`config.mk`:
```
export PLATFORM = sky130hd
export DESIGN_NAME = mc_main_fsm
export DESIGN_NICKNAME = d
export VERILOG_FILES = /design/src/rtl/mc_main_fsm.sv
export SDC_FILE = /design/constraint.sdc
export NUM_CORES = 1
export LEC_CHECK = 0
export BUFFER_PORTS_ARGS = -buffer_cell sky130_fd_sc_hd__buf_4
export CAP_MARGIN = 20
export CORE_UTILIZATION = 40
export DETAILED_ROUTE_END_ITERATION = 12
export HOLD_SLACK_MARGIN = 0.03
export PLACE_DENSITY = 0.79
export SYNTH_ARGS = -nofsm -noshare
export SYNTH_HDL_FRONTEND = slang
export SYNTH_SLANG_ARGS = --single-unit
```
`constraint.sdc`:
```
create_clock -name clk -period 2.7 [get_ports clk]
set_clock_uncertainty 0.1 [all_clocks]
set_input_delay 0.135 -clock clk [delete_from_list [all_inputs] [get_ports clk]]
set_output_delay 0.135 -clock clk [all_outputs]
set_load 0.02 [all_outputs]
```
`src/rtl/mc_main_fsm.sv`:
```
// Multicycle MIPS main control FSM with memory handshake, timeout and trap.
// Define MC_MAIN_FSM_PERF_EN to enable the retired-instruction counter.
module mc_main_fsm #(
    parameter int unsigned TIMEOUT  = 16,
    parameter int unsigned TO_CNT_W = 5,
    parameter int unsigned CNT_W    = 32
) (
    input  logic             clk,
    input  logic             reset,
    input  logic [5:0]       op,
    input  logic             mem_ready,
    output logic             mem_req,
    output logic             iord,
    output logic             mem_write,
    output logic             ir_write,
    output logic             pc_write,
    output logic             branch,
    output logic             branch_equality,
    output logic [1:0]       pc_src,
    output logic             alu_src_a,
    output logic [1:0]       alu_src_b,
    output logic             imm_zext,
    output logic [1:0]       alu_op,
    output logic             reg_dest,
    output logic             mem_to_reg,
    output logic             reg_write,
    output logic             illegal_op,
    output logic             mem_timeout,
    output logic [CNT_W-1:0] instr_count
);
    localparam logic [5:0] OP_RTYPE = 6'b000000;
    localparam logic [5:0] OP_LW    = 6'b100011;
    localparam logic [5:0] OP_SW    = 6'b101011;
    localparam logic [5:0] OP_BEQ   = 6'b000100;
    localparam logic [5:0] OP_BNE   = 6'b000101;
    localparam logic [5:0] OP_ADDI  = 6'b001000;
    localparam logic [5:0] OP_ORI   = 6'b001101;
    localparam logic [5:0] OP_J     = 6'b000010;

    localparam logic [TO_CNT_W-1:0] TO_LAST =
        TO_CNT_W'((TIMEOUT == 0) ? 0 : TIMEOUT - 1);

    typedef enum logic [3:0] {
        S_FETCH, S_DECODE, S_MEMADR, S_MEMRD, S_MEMWB, S_MEMWR, S_EXEC,
        S_ALUWB, S_BRANCH, S_ADDIEX, S_ORIEX, S_IMMWB, S_JUMP, S_FAULT
    } state_t;

    state_t              state_q, state_d;
    logic [TO_CNT_W-1:0] cnt_q, cnt_d;
    logic                ill_q, ill_d;
    logic                to_q, to_d;
    logic                waiting;
    logic                expired;

    assign waiting = (state_q == S_FETCH) || (state_q == S_MEMRD)
                  || (state_q == S_MEMWR);
    assign expired = (TIMEOUT != 0) && waiting && !mem_ready
                  && (cnt_q == TO_LAST);

    always_comb begin
        state_d = state_q;
        ill_d   = ill_q;
        to_d    = to_q;
        unique case (state_q)
            S_FETCH:  if (mem_ready) state_d = S_DECODE;
            S_DECODE: begin
                unique case (op)
                    OP_RTYPE:      state_d = S_EXEC;
                    OP_LW, OP_SW:  state_d = S_MEMADR;
                    OP_BEQ, OP_BNE: state_d = S_BRANCH;
                    OP_ADDI:       state_d = S_ADDIEX;
                    OP_ORI:        state_d = S_ORIEX;
                    OP_J:          state_d = S_JUMP;
                    default: begin
                        state_d = S_FETCH;
                        ill_d   = 1'b1;
                    end
                endcase
            end
            S_MEMADR: state_d = (op == OP_LW) ? S_MEMRD : S_MEMWR;
            S_MEMRD:  if (mem_ready) state_d = S_MEMWB;
            S_MEMWR:  if (mem_ready) state_d = S_FETCH;
            S_EXEC:   state_d = S_ALUWB;
            S_ADDIEX, S_ORIEX: state_d = S_IMMWB;
            S_MEMWB, S_ALUWB, S_BRANCH, S_IMMWB, S_JUMP: state_d = S_FETCH;
            default:  state_d = S_FAULT;
        endcase
        // A completing access in the last wait cycle never reaches here.
        if (expired) begin
            state_d = S_FAULT;
            to_d    = 1'b1;
        end
    end

    always_comb begin
        cnt_d = '0;
        if (waiting && !mem_ready && state_d == state_q)
            cnt_d = cnt_q + 1'b1;
    end

    always_ff @(posedge clk or posedge reset) begin
        if (reset) begin
            state_q <= S_FETCH;
            cnt_q   <= '0;
            ill_q   <= 1'b0;
            to_q    <= 1'b0;
        end else begin
            state_q <= state_d;
            cnt_q   <= cnt_d;
            ill_q   <= ill_d;
            to_q    <= to_d;
        end
    end

    // Strobes are gated by reset so a pending request drops immediately.
    always_comb begin
        mem_req         = 1'b0;
        iord            = 1'b0;
        mem_write       = 1'b0;
        ir_write        = 1'b0;
        pc_write        = 1'b0;
        branch          = 1'b0;
        branch_equality = 1'b0;
        pc_src          = 2'b00;
        alu_src_a       = 1'b0;
        alu_src_b       = 2'b00;
        imm_zext        = 1'b0;
        alu_op          = 2'b00;
        reg_dest        = 1'b0;
        mem_to_reg      = 1'b0;
        reg_write       = 1'b0;
        if (!reset) begin
            unique case (state_q)
                S_FETCH: begin
                    mem_req   = 1'b1;
                    alu_src_b = 2'b01;
                    ir_write  = mem_ready;
                    pc_write  = mem_ready;
                end
                S_DECODE: alu_src_b = 2'b11;
                S_MEMADR: begin
                    alu_src_a = 1'b1;
                    alu_src_b = 2'b10;
                end
                S_MEMRD: begin
                    mem_req = 1'b1;
                    iord    = 1'b1;
                end
                S_MEMWB: begin
                    reg_write  = 1'b1;
                    mem_to_reg = 1'b1;
                end
                S_MEMWR: begin
                    mem_req   = 1'b1;
                    iord      = 1'b1;
                    mem_write = 1'b1;
                end
                S_EXEC: begin
                    alu_src_a = 1'b1;
                    alu_op    = 2'b10;
                end
                S_ALUWB: begin
                    reg_write = 1'b1;
                    reg_dest  = 1'b1;
                end
                S_BRANCH: begin
                    alu_src_a       = 1'b1;
                    alu_op          = 2'b01;
                    pc_src          = 2'b01;
                    branch          = 1'b1;
                    branch_equality = (op == OP_BEQ);
                end
                S_ADDIEX: begin
                    alu_src_a = 1'b1;
                    alu_src_b = 2'b10;
                end
                S_ORIEX: begin
                    alu_src_a = 1'b1;
                    alu_src_b = 2'b10;
                    alu_op    = 2'b11;
                    imm_zext  = 1'b1;
                end
                S_IMMWB: reg_write = 1'b1;
                S_JUMP: begin
                    pc_src   = 2'b10;
                    pc_write = 1'b1;
                end
                default: ;
            endcase
        end
    end

    assign illegal_op  = ill_q;
    assign mem_timeout = to_q;

`ifdef MC_MAIN_FSM_PERF_EN
    logic [CNT_W-1:0] icnt_q;
    logic             retire;

    assign retire = (state_d == S_FETCH) && (state_q inside
        {S_MEMWB, S_MEMWR, S_ALUWB, S_BRANCH, S_IMMWB, S_JUMP});

    always_ff @(posedge clk or posedge reset) begin
        if (reset)       icnt_q <= '0;
        else if (retire) icnt_q <= icnt_q + 1'b1;
    end

    assign instr_count = icnt_q;
`else
    assign instr_count = '0;
`endif
endmodule

```
Word level (Yosys, flattened, before mapping). Cells that the tools add are included. Widths: inputs -> output; s select.

Register bits: 11.

Equality and inequality tests: 21. Muxes and demuxes: 38. Reductions and logical operators: 19. Bitwise logic cells: 1. $add $sub $neg: 1.

Operators with widths (count): $pmux 4 s8 (1); $pmux 4 s6 (1); $mux 1 (23); $eq 4x4->1 const B (5); $eq 4x3->1 const B (4); $mux 4 (4); $eq 6x3->1 const B (2); $eq 6x4->1 const B (2); $eq 6x6->1 const B (2); $pmux 2 s3 (2); $reduce_or 5->1 (2); $reduce_or 3->1 (3); $eq 4x2->1 const B (2); $reduce_or 2->1 (4); $reduce_or 8->1 (1); $eq 6x2->1 const B (1); $logic_not 6->1 (1); $mux 2 (3); $add 5x1->5 const B (1); $eq 5x4->1 const B (1); $mux 5 (1); $eq 4x1->1 const B (1); $eq 4x4->1 (1); $logic_not 4->1 (1); other kinds (8) (11).

Longest topological paths before layout. Gate-level depths: netlist of run 1.

Word-level depth: 9. Depth in mapped cells: 8. Depth with buffers taken out: 8.

Least setup slack after synthesis of run 1. OpenSTA, ideal clock, no wires.

Path type: reg2reg. From: reg cnt_q[0]. To: reg state_q[2]. Stages on the path, launching flop included: 9. Required time: 2.461 ns. Period minus slack after synthesis: 2.283 ns. Arrival: 2.044 ns. Setup slack: 0.417 ns. Path through: dfrtp_1 ha_1 and3_1 ha_1 and2b_1 and3_1 o21ai_2 o311ai_1 or4_1.

Cells in the longest elaborated chain, start to end: 3.

RTL lines: start, declared (line 49) `logic [TO_CNT_W-1:0] cnt_q, cnt_d;`; start signal, assigned (line 109) `cnt_q <= cnt_d;`; $eq 5x4->1 (line 58) `&& (cnt_q == TO_LAST);`; $logic_and 1x1->1 (line 58); $mux 4 (line 89) `if (expired) begin`; via state_d[2] (line 48) `state_t state_q, state_d;`; end signal, assigned (line 108) `state_q <= state_d;`; end, declared (line 48).

The timed path passes the listed nets, and every way through them passes these cells. A chain may end at the register's enable or synchronous reset.

Worst setup path in the final report of run 1. Ends and elaborated chain as after synthesis.

==> out/metrics.yaml, run 1 <==
cts_tree: "built"
synth_edf_count: 0
yosysWarningCount: 0
htreeDepth: 1
diodes: 0
maxCapViolCount: 0
num_rows: 20
ys_top_cells_by_count: "34 x buf_4, 12 x nor2_1, 11 x dfrtp_1"
n_fill_cell: 339
routed_via_density: 5.04
seq_area_um2: 275
grt_pass1_wl_mm: 4.33
antenna_left: 0
hold_viol: 0
remaining_drc_errors: 0
multi_input_area_um2: 876
slew_headroom_pct: 62.9
yosysSeqAreaShare_pct: 20.1
max_freq_mhz: 418
rrSetupSlack_ns: 0.31
rsz0062_at_grt: "false"
rr_worst_depth: 8
drive_gt1_share_pct: 21.6
netlist_top_cells_area: "dfrtp_1 20%, buf_4 19%, nor2_1 3.3%"
die_w_um: 60.5
antenna_found_initial: 0
cp_max_fo: 4
grt-ovfl-total: 0
area_growth_pct: 9.42
ys_dominant_reg_cell: "dfrtp_1"
syn_area_per_cell_um2: 7.73
min_period_over_period_pct: 88.7
p_total_w: 0.000355
status: "complete, no violations"
die_y_um: 60.5
crit_path_end_kind: "register"
cts_resized: 0
grt_pass1_vias: 981
reg2reg_to: "state_q[2]"
powerDensity_nw_per_um2: 237
post-route-min-period_ns: 2.39
clock_path_buffers: 2
synthArstFlopShare_pct: 100
cts_made_buffers: 3
min_to: "state_q[1]"
critPathLaunchType: "register"
setup-tns-final_ns: 0
ys_types: 55
drt_wl_total_mm: 2.79
ios: 61
nets: 211
grt_max_degree: 19
vias: 1224
ys_seq_elements: 11
netlist.top_cell.by_area: "dfrtp_1"
clk_latency_ns: 0.26
port_buffers: 28
initial_core_util_pct: 43.4
arrival_ns: 2.44
setup_viol: 0
dp_hpwl_mm: 2.16
grt_util_all_layers_pct: 15.6
leakage_nw: 0.703
drtIter0Drc: 67
cp_data_required_time_ns: 2.74
coreArea_um2: 3150
yosys.area.top_type_share_pct: 20.1
syn_area_um2: 1370
hp-class: "primary input to register"
path_clk_slew_ns: 0.07
cts-root-buf: "clkbuf_4"
min-delay-start: "op[4]"
drt_first_pass_iters: 4
slew_violations: 0
hold_depth: 3
gp_congestion: 0.837
ir_worst_vdd_v: 0.000261
r2r_start: "cnt_q[0]"
syn_inst: 177
yosysMostFrequentCell: "buf_4"
post_drt_wl_per_cell_um: 11.5
dieArea_um2: 3660
clock-sinks: 11
path_class: "register to register"
tightest_slew_ns: 0.557
## critical path, stage by stage, from the launching register on
cell,delay [ns]
dfrtp_1,0.40
ha_1,0.23
and3_1,0.19
ha_1,0.20
and2b_1,0.18
and3_1,0.19
o21ai_2,0.17
o311ai_1,0.14
or4_1,0.47
## metrics by stage
stage                     utilization (%)  hold slack, ns  cells  area (µm²)  setup WS (ns)
after floorplan                         -          0.0845    208        1490          0.417
after global routing                 47.5           0.117    243        1500          0.184
after global placement               46.3           0.112    238        1460          0.363
final                                47.5           0.103    243        1500          0.305
after CTS                            47.5          0.0995    243        1500          0.301
after detailed placement             46.3           0.115    238        1460          0.318
## worst max-delay path by stage
stage | endpoint | depth (start not counted) | from
global route | state_q[2] | 8 | cnt_q[0]
detailed placement | state_q[2] | 8 | cnt_q[0]
global placement | state_q[2] | 8 | cnt_q[0]
finish | state_q[2] | 8 | cnt_q[0]
floorplan | state_q[2] | 8 | cnt_q[0]
CTS | state_q[2] | 8 | cnt_q[0]
## state kept, by name, indices dropped and copies added (netlist names)
name,flops
state_q,4
mem_timeout,1
cnt_q,5
illegal_op,1
## placed cells by master (no fill, tap or decap), types with 2 or more instances in the layout
cell type	n
conb_1	32
buf_4	31
nor2_1	12
dfrtp_1	11
nand2_1	10
a21oi_1	7
nor3_1	6
and3_1	5
inv_1	5
nor4_1	4
nor2b_1	4
o21ai_1	4
and2_1	4
nor4b_1	4
nand3_1	3
xnor2_1	3
or3_1	3
a31oi_1	3
xor2_1	3
clkbuf_4	3
nor3b_1	2
nand2b_1	2
nand3b_1	2
a22oi_1	2
a21o_1	2
a211oi_1	2
o2111ai_1	2
ha_1	2
## layer usage
metal / GRT usage, % / share of wire, %
met3: 4.05 / 5.7
met4: 4.87 / 1.0
met5: 0 / 0
met1: 21.4 / 46
met2: 24.2 / 47
## cell families after synthesis
family / count (synthesis) / synth area share (%)
AND/OR/NAND/NOR: 73 / 32.6
buffers and inverters: 51 / 24.4
AO/OA/AOI/OAI: 33 / 16.9
flip-flops: 11 / 20.1
XOR/XNOR: 6 / 3.84
adder cells (fa/ha/maj): 2 / 1.83
other: 1 / 0.274
## final cells by class
cell class | count | share of cell area, %
multi-input cells | 146 | 58.5
flip-flops and latches | 11 | 18.4
repair buffers | 32 | 16.2
well taps | 44 | 3.68
clock buffers | 4 | 1.75
inverters | 6 | 1.50
## power breakdown
group          switching [W]   total, W  internal (W)
logic              0.0000624  0.0000795     0.0000170
registers        0.000000514   0.000166      0.000166
clock network      0.0000525   0.000110     0.0000572
## timing repair
| item | in CTS | in global routing |
|---|---|---|
| hold endpoints to repair | 11 | 0 |
| hold buffers | 1 | 0 |
| buffers inserted | 0 | 0 |
Power figures use the tool's default switching activity.
==> run 2: changes to the inputs <==
--- a/config.mk
+++ b/config.mk
@@ -10,7 +10,7 @@
 export CORE_UTILIZATION = 40
 export DETAILED_ROUTE_END_ITERATION = 12
 export HOLD_SLACK_MARGIN = 0.03
-export PLACE_DENSITY = 0.79
+export PLACE_DENSITY = 0.7
 export SYNTH_ARGS = -nofsm -noshare
 export SYNTH_HDL_FRONTEND = slang
 export SYNTH_SLANG_ARGS = --single-unit
==> run 2 against run 1 <==
  * First-iteration DRC count rose by 82%
  * Largest power group unchanged
  * Highest routed layer unchanged
  * Die area did not move
  * Register-to-register slack got worse by 0.02 ns
  * Worst hold slack improved by 0.0070 ns
  * Critical endpoint unchanged
  * Largest cell class unchanged
==> out/metrics.yaml, run 2 (same netlist as run 1, synthesis figures left out) <==
status: "complete, no violations"
min_to: "state_q[1]"
min_period_over_period_pct: 89.4  # +0.66 points
clock_path_buffers: 2  # unchanged
grt_max_degree: 23  # +4
drt_wl_total_mm: 2.87  # +2.7%
multi_input_area_um2: 876  # unchanged
path_clk_slew_ns: 0.07  # about the same
die_y_um: 60.5  # unchanged
dr_wl_met2_mm: 1.35  # +3.5%
die_w_um: 60.5  # unchanged
dieArea_um2: 3660  # unchanged
registers.top_by_ff_count: "cnt_q"
holdWs_ns: 0.110  # +0.00702 ns
ios: 61  # unchanged
port_buffers: 28  # unchanged
area_growth_pct: 9.96
final_cell_mix: "32 x conb_1, 32 x buf_4, 12 x nor2_1"
largest_reg_flops: 5  # unchanged
clk_latency_ns: 0.26  # about the same
placed_cell_area_um2: 1470  # +0.51%
rrSetupSlack_ns: 0.29  # -0.02 ns
antenna_found_initial: 0  # unchanged
routed_via_density: 5.07  # +0.73%
dp_cells: 239  # +0.42%
final_area_um2: 1510  # +0.50%
dp_hpwl_mm: 2.20  # +2.2%
cp_max_fo: 4  # unchanged
antenna_left: 0  # unchanged
maxCapViolCount: 0  # unchanged
ir_worst_vdd_v: 0.000286  # +9.9%
clock-sinks: 11  # unchanged
leakage_nw: 0.707  # +0.59%
remaining_drc_errors: 0  # unchanged
cts_made_buffers: 3  # unchanged
arrival_ns: 2.45  # about the same
post_drt_wl_per_cell_um: 11.7  # +2.3%
diodes: 0  # unchanged
coreArea_um2: 3150  # unchanged
vias: 1238  # +1.1%
crit_path_end_kind: "register"
n_fill_cell: 337  # -0.59%
rr_worst_depth: 8  # unchanged
seq_area_um2: 275  # unchanged
post-route-min-period_ns: 2.41  # +0.0178 ns
cts-root-buf: "clkbuf_4"
cts_resized: 0  # unchanged
slew_violations: 0  # unchanged
wl_met1_mm: 1.29  # -0.15%
cp_data_required_time_ns: 2.74  # about the same
grt-ovfl-total: 0  # unchanged
reg2reg_to: "state_q[2]"
cts_tree: "built"
hp-class: "primary input to register"
drive_gt1_share_pct: 22.0  # +0.39 points
final_cells: 244  # +0.41%
num_rows: 20  # unchanged
wl_met3_um: 178  # +11%
hold_depth: 3  # unchanged
setup_viol: 0  # unchanged
r2r_start: "cnt_q[0]"
final_util_pct: 47.7  # +0.24 points
min-delay-start: "op[4]"
hold_viol: 0  # unchanged
initial_core_util_pct: 43.4  # unchanged
max_freq_mhz: 414  # -0.74%
htreeDepth: 1  # unchanged
gp_congestion: 0.805  # -3.8%
setup-tns-final_ns: 0  # unchanged
reg_top3: "cnt_q x5, state_q x4"
grt_pass1_wl_mm: 4.44  # +2.5%
drt_first_pass_iters: 4  # unchanged
powerDensity_nw_per_um2: 235  # -1.0%
grt_pass1_vias: 1018  # +3.8%
rsz0062_at_grt: "false"
drtIter0Drc: 122  # +82%
nets: 212  # +0.47%
routed.top_layer: "met4"
grt_util_all_layers_pct: 15.9  # +0.21 points
path_class: "register to register"
critPathLaunchType: "register"
run 2: what timing repair did:
action                    in CTS  in global routing
hold endpoints to repair      11                  0
hold buffers                   1                  0
setup buffers                  0                  0
run 2: per-layer routing:
layer	vias up	GRT usage, %
met5	-	0
met4	0	4.22
met3	6	4.05
met2	50	25.1
met1	575	21.5
li1	607	-
run 2: where the power goes:
group	internal [W]	leakage, nW	switching [W]
combinational	0.0000170	0.559	0.0000625
sequential	0.000166	0.134	0.000000363
clock	0.0000571	0.0150	0.0000509
run 2: worst max path at each step:
stage	end	slack [ns]	from	cells past startpoint
final	state_q[2]	0.29	cnt_q[0]	8
after global routing	state_q[2]	0.15	cnt_q[0]	8
after CTS	state_q[2]	0.30	cnt_q[0]	8
after detailed placement	state_q[2]	0.31	cnt_q[0]	8
after global placement	state_q[2]	0.36	cnt_q[0]	8
after floorplan	state_q[2]	0.42	cnt_q[0]	8
run 2: area by class of cell:
cell class | count | area share (%)
clock buffer | 4 | 1.75
inverter | 6 | 1.50
multi-input combinational | 146 | 58.2
sequential | 11 | 18.3
tap | 44 | 3.66
timing repair buffer | 33 | 16.6
run 2: worst max-delay path, cell delays in order (launching register included):
cell      delay (ns)
dfrtp_1         0.40
ha_1            0.23
and3_1          0.19
ha_1            0.20
and2b_1         0.18
and3_1          0.19
o21ai_2         0.18
o311ai_1        0.14
or4_1           0.48
run 2: per-stage QoR:
stage / total power, W / setup slack [ns]
after floorplan: 0.000263 / 0.417
after global routing: 0.000374 / 0.152
after detailed placement: 0.000247 / 0.306
after global placement: 0.000246 / 0.357
final: 0.000353 / 0.287
after CTS: 0.000360 / 0.295
==> run 3: changes to the inputs <==
--- a/config.mk
+++ b/config.mk
@@ -7,10 +7,13 @@
 export LEC_CHECK = 0
 export BUFFER_PORTS_ARGS = -buffer_cell sky130_fd_sc_hd__buf_4
 export CAP_MARGIN = 20
-export CORE_UTILIZATION = 40
+export CELL_PAD_IN_SITES_DETAIL_PLACEMENT = 1
+export CELL_PAD_IN_SITES_GLOBAL_PLACEMENT = 1
+export CORE_ASPECT_RATIO = 2
+export CORE_UTILIZATION = 33
 export DETAILED_ROUTE_END_ITERATION = 12
 export HOLD_SLACK_MARGIN = 0.03
-export PLACE_DENSITY = 0.7
+export PLACE_DENSITY = 0.8
 export SYNTH_ARGS = -nofsm -noshare
 export SYNTH_HDL_FRONTEND = slang
 export SYNTH_SLANG_ARGS = --single-unit
==> run 3 against run 2 <==
  * Worst setup slack lost 0.035 ns
  * Non-clock buffer count stayed put
  * Final cell count grew 2.9%
  * Sequential power about the same
  * Core utilization decreased by 8.6 points
  * Clock-buffer cell count decreased by 1
  * Register-to-register slack worse by 0.03 ns
  * Largest power group is now clock
==> out/metrics.yaml, run 3 (same netlist as run 1, synthesis figures left out) <==
status: "complete, no violations"
cts_tree: "built"
remaining_drc_errors: 0  # unchanged
tightest_slew_ns: 0.516
swShare_pct: 32.7  # +0.57 points
drt_first_pass_iters: 3  # -1
grt_util_all_layers_pct: 17.1  # +1.3 points
arrival_ns: 2.47  # +0.02 ns
slew_violations: 0  # unchanged
routed_via_density: 4.90  # -3.3%
die_w_um: 47.5  # -21%
setup_viol: 0  # unchanged
maxCapViolCount: 0  # unchanged
cp_max_fo: 4  # unchanged
powerDensity_nw_per_um2: 276  # +18%
nets: 212  # unchanged
p_sw_w: 0.000139  # +22%
comb_power_share_pct: 18.9  # -3.6 points
post-route-min-period_ns: 2.45  # +0.0348 ns
clk_latency_ns: 0.25  # about the same
antenna_found_initial: 0  # unchanged
cts_made_buffers: 3  # unchanged
dieArea_um2: 4430  # +21%
largest_reg_flops: 5  # unchanged
final_cells: 251  # +2.9%
max_freq_mhz: 409  # -1.4%
diodes: 0  # unchanged
setup_slack_ns: 0.253  # -0.0348 ns
num_rows: 32  # +60%
dp_cells: 246  # +2.9%
reg_top3: "cnt_q x5, state_q x4"
cp_data_required_time_ns: 2.72  # -0.02 ns
crit_path_end_kind: "register"
p_seq_share_pct: 39.2  # -7.7 points
critPathLaunchType: "register"
drtIter0Drc: 10  # -92%
registers.top_by_ff_count: "cnt_q"
ir_worst_vdd_v: 0.000334  # +17%
post_cts_buffers: 0  # unchanged
ios: 61  # unchanged
hold_viol: 0  # unchanged
die_y_um: 93.1  # +54%
area_growth_pct: 12.1
drive_gt1_share_pct: 22.5  # +0.50 points
clock_path_buffers: 2  # unchanged
rsz0062_at_grt: "false"
dp_hpwl_mm: 2.77  # +26%
path_clk_slew_ns: 0.06  # about the same
final_util_pct: 39.1  # -8.6 points
gp_congestion: 0.788  # -2.1%
grt_pass1_wl_mm: 5.53  # +25%
pre_cts_ws_ns: 0.268  # -0.0388 ns
min_period_over_period_pct: 90.6  # +1.3 points
post_drt_wl_per_cell_um: 13.6  # +16%
pwr-share-clk_pct: 41.9  # +11 points
coreArea_um2: 3920  # +24%
slew_headroom_pct: 65.6
crit_path_max_incr_delay_ns: 0.49  # about the same
initial_core_util_pct: 34.9  # -8.5 points
antenna_left: 0  # unchanged
clock-sinks: 11  # unchanged
grt_max_degree: 19  # -17%
crit_path_cell_trace: "ha_1 -> and3_1 -> ha_1 -> and2b_1 -> and3_1 -> o21ai_2 -> o311ai_1 -> or4_1"
drt_wl_total_mm: 3.41  # +19%
final_cell_mix: "32 x conb_1, 32 x buf_4, 12 x nor2_1"
hp-class: "primary input to register"
cts-root-buf: "clkbuf_8"
htreeDepth: 1  # unchanged
leakage_nw: 0.718  # +1.5%
vias: 1231  # -0.57%
p_int_w: 0.000285  # +19%
port_buffers: 28  # unchanged
grt-ovfl-total: 0  # unchanged
setup-tns-final_ns: 0  # unchanged
grt_pass1_vias: 1187  # +17%
critPathSlowestCell: "or4_1"
path_class: "register to register"
[run 3: cell types whose count changed in the layout (fill, tap and decap cells not counted), sizes merged]
cell,previous run,this run
clkinv,0,1
clkbuf,4,3
[run 3: path summary, 6_finish.rpt]
check / start / to / slack [ns] / cells after the start
max in group asynchronous: reset / illegal_op / 1.73 / 3
min in group asynchronous: reset / cnt_q[1] / 0.42 / 3
worst max register to register: cnt_q[0] / state_q[2] / 0.25 / 8
worst max-delay path: cnt_q[0] / state_q[2] / 0.25 / 8
worst min-delay path: op[4] / state_q[1] / 0.14 / 3
worst min register to register: cnt_q[0] / cnt_q[0] / 0.37 / 1
[run 3: layout make-up]
cell class                 instances  area [µm²]
sequential                        11         275
inverter                           6        22.5
multi-input combinational        146         876
clock buffer                       3        41.3
clock inverter                     1        5.00
tap                               51        63.8
timing repair buffer              33         250
fill                             532        2390
[run 3: critical path, delay by kind of cell, from the launching register on]
| family | cells | cell delay [ns] |
|---|---|---|
| and+or+nand+nor | 4 | 1.06 |
| adders and majority gates | 2 | 0.44 |
| DFF | 1 | 0.40 |
| AOI/OAI and AO/OA | 2 | 0.34 |
[run 3: stage by stage]
step / hold slack, ns / power (W) / instance area, µm²
floorplan: 0.0845 / 0.000263 / 1490
CTS: 0.133 / 0.000426 / 1530
detailed placement: 0.144 / 0.000248 / 1480
global route: 0.160 / 0.000447 / 1530
finish: 0.142 / 0.000424 / 1530
global placement: 0.130 / 0.000247 / 1480
[run 3: routing by layer]
layer | track usage (%) | vias to the layer above | part of all wire, %
li1 | - | 610 | -
met1 | 17.6 | 565 | 36
met2 | 30.4 | 48 | 56
met3 | 3.47 | 8 | 4.4
met4 | 8.10 | 0 | 3.0
met5 | 0 | - | 0
[run 3: timing repair]
action / 4_1_cts / 5_1_grt
hold endpoints to repair: 11 / 0
hold buffers: 1 / 0
gates resized for setup: 0 / 0
[run 3: power by group through the flow]
stage               sequential, W  clock (W)  combinational (W)
finish                   0.000166   0.000177          0.0000800
global route             0.000166   0.000194          0.0000877
CTS                      0.000166   0.000179          0.0000799
detailed placement       0.000169          0          0.0000785
global placement         0.000169          0          0.0000780
floorplan                0.000170          0          0.0000933
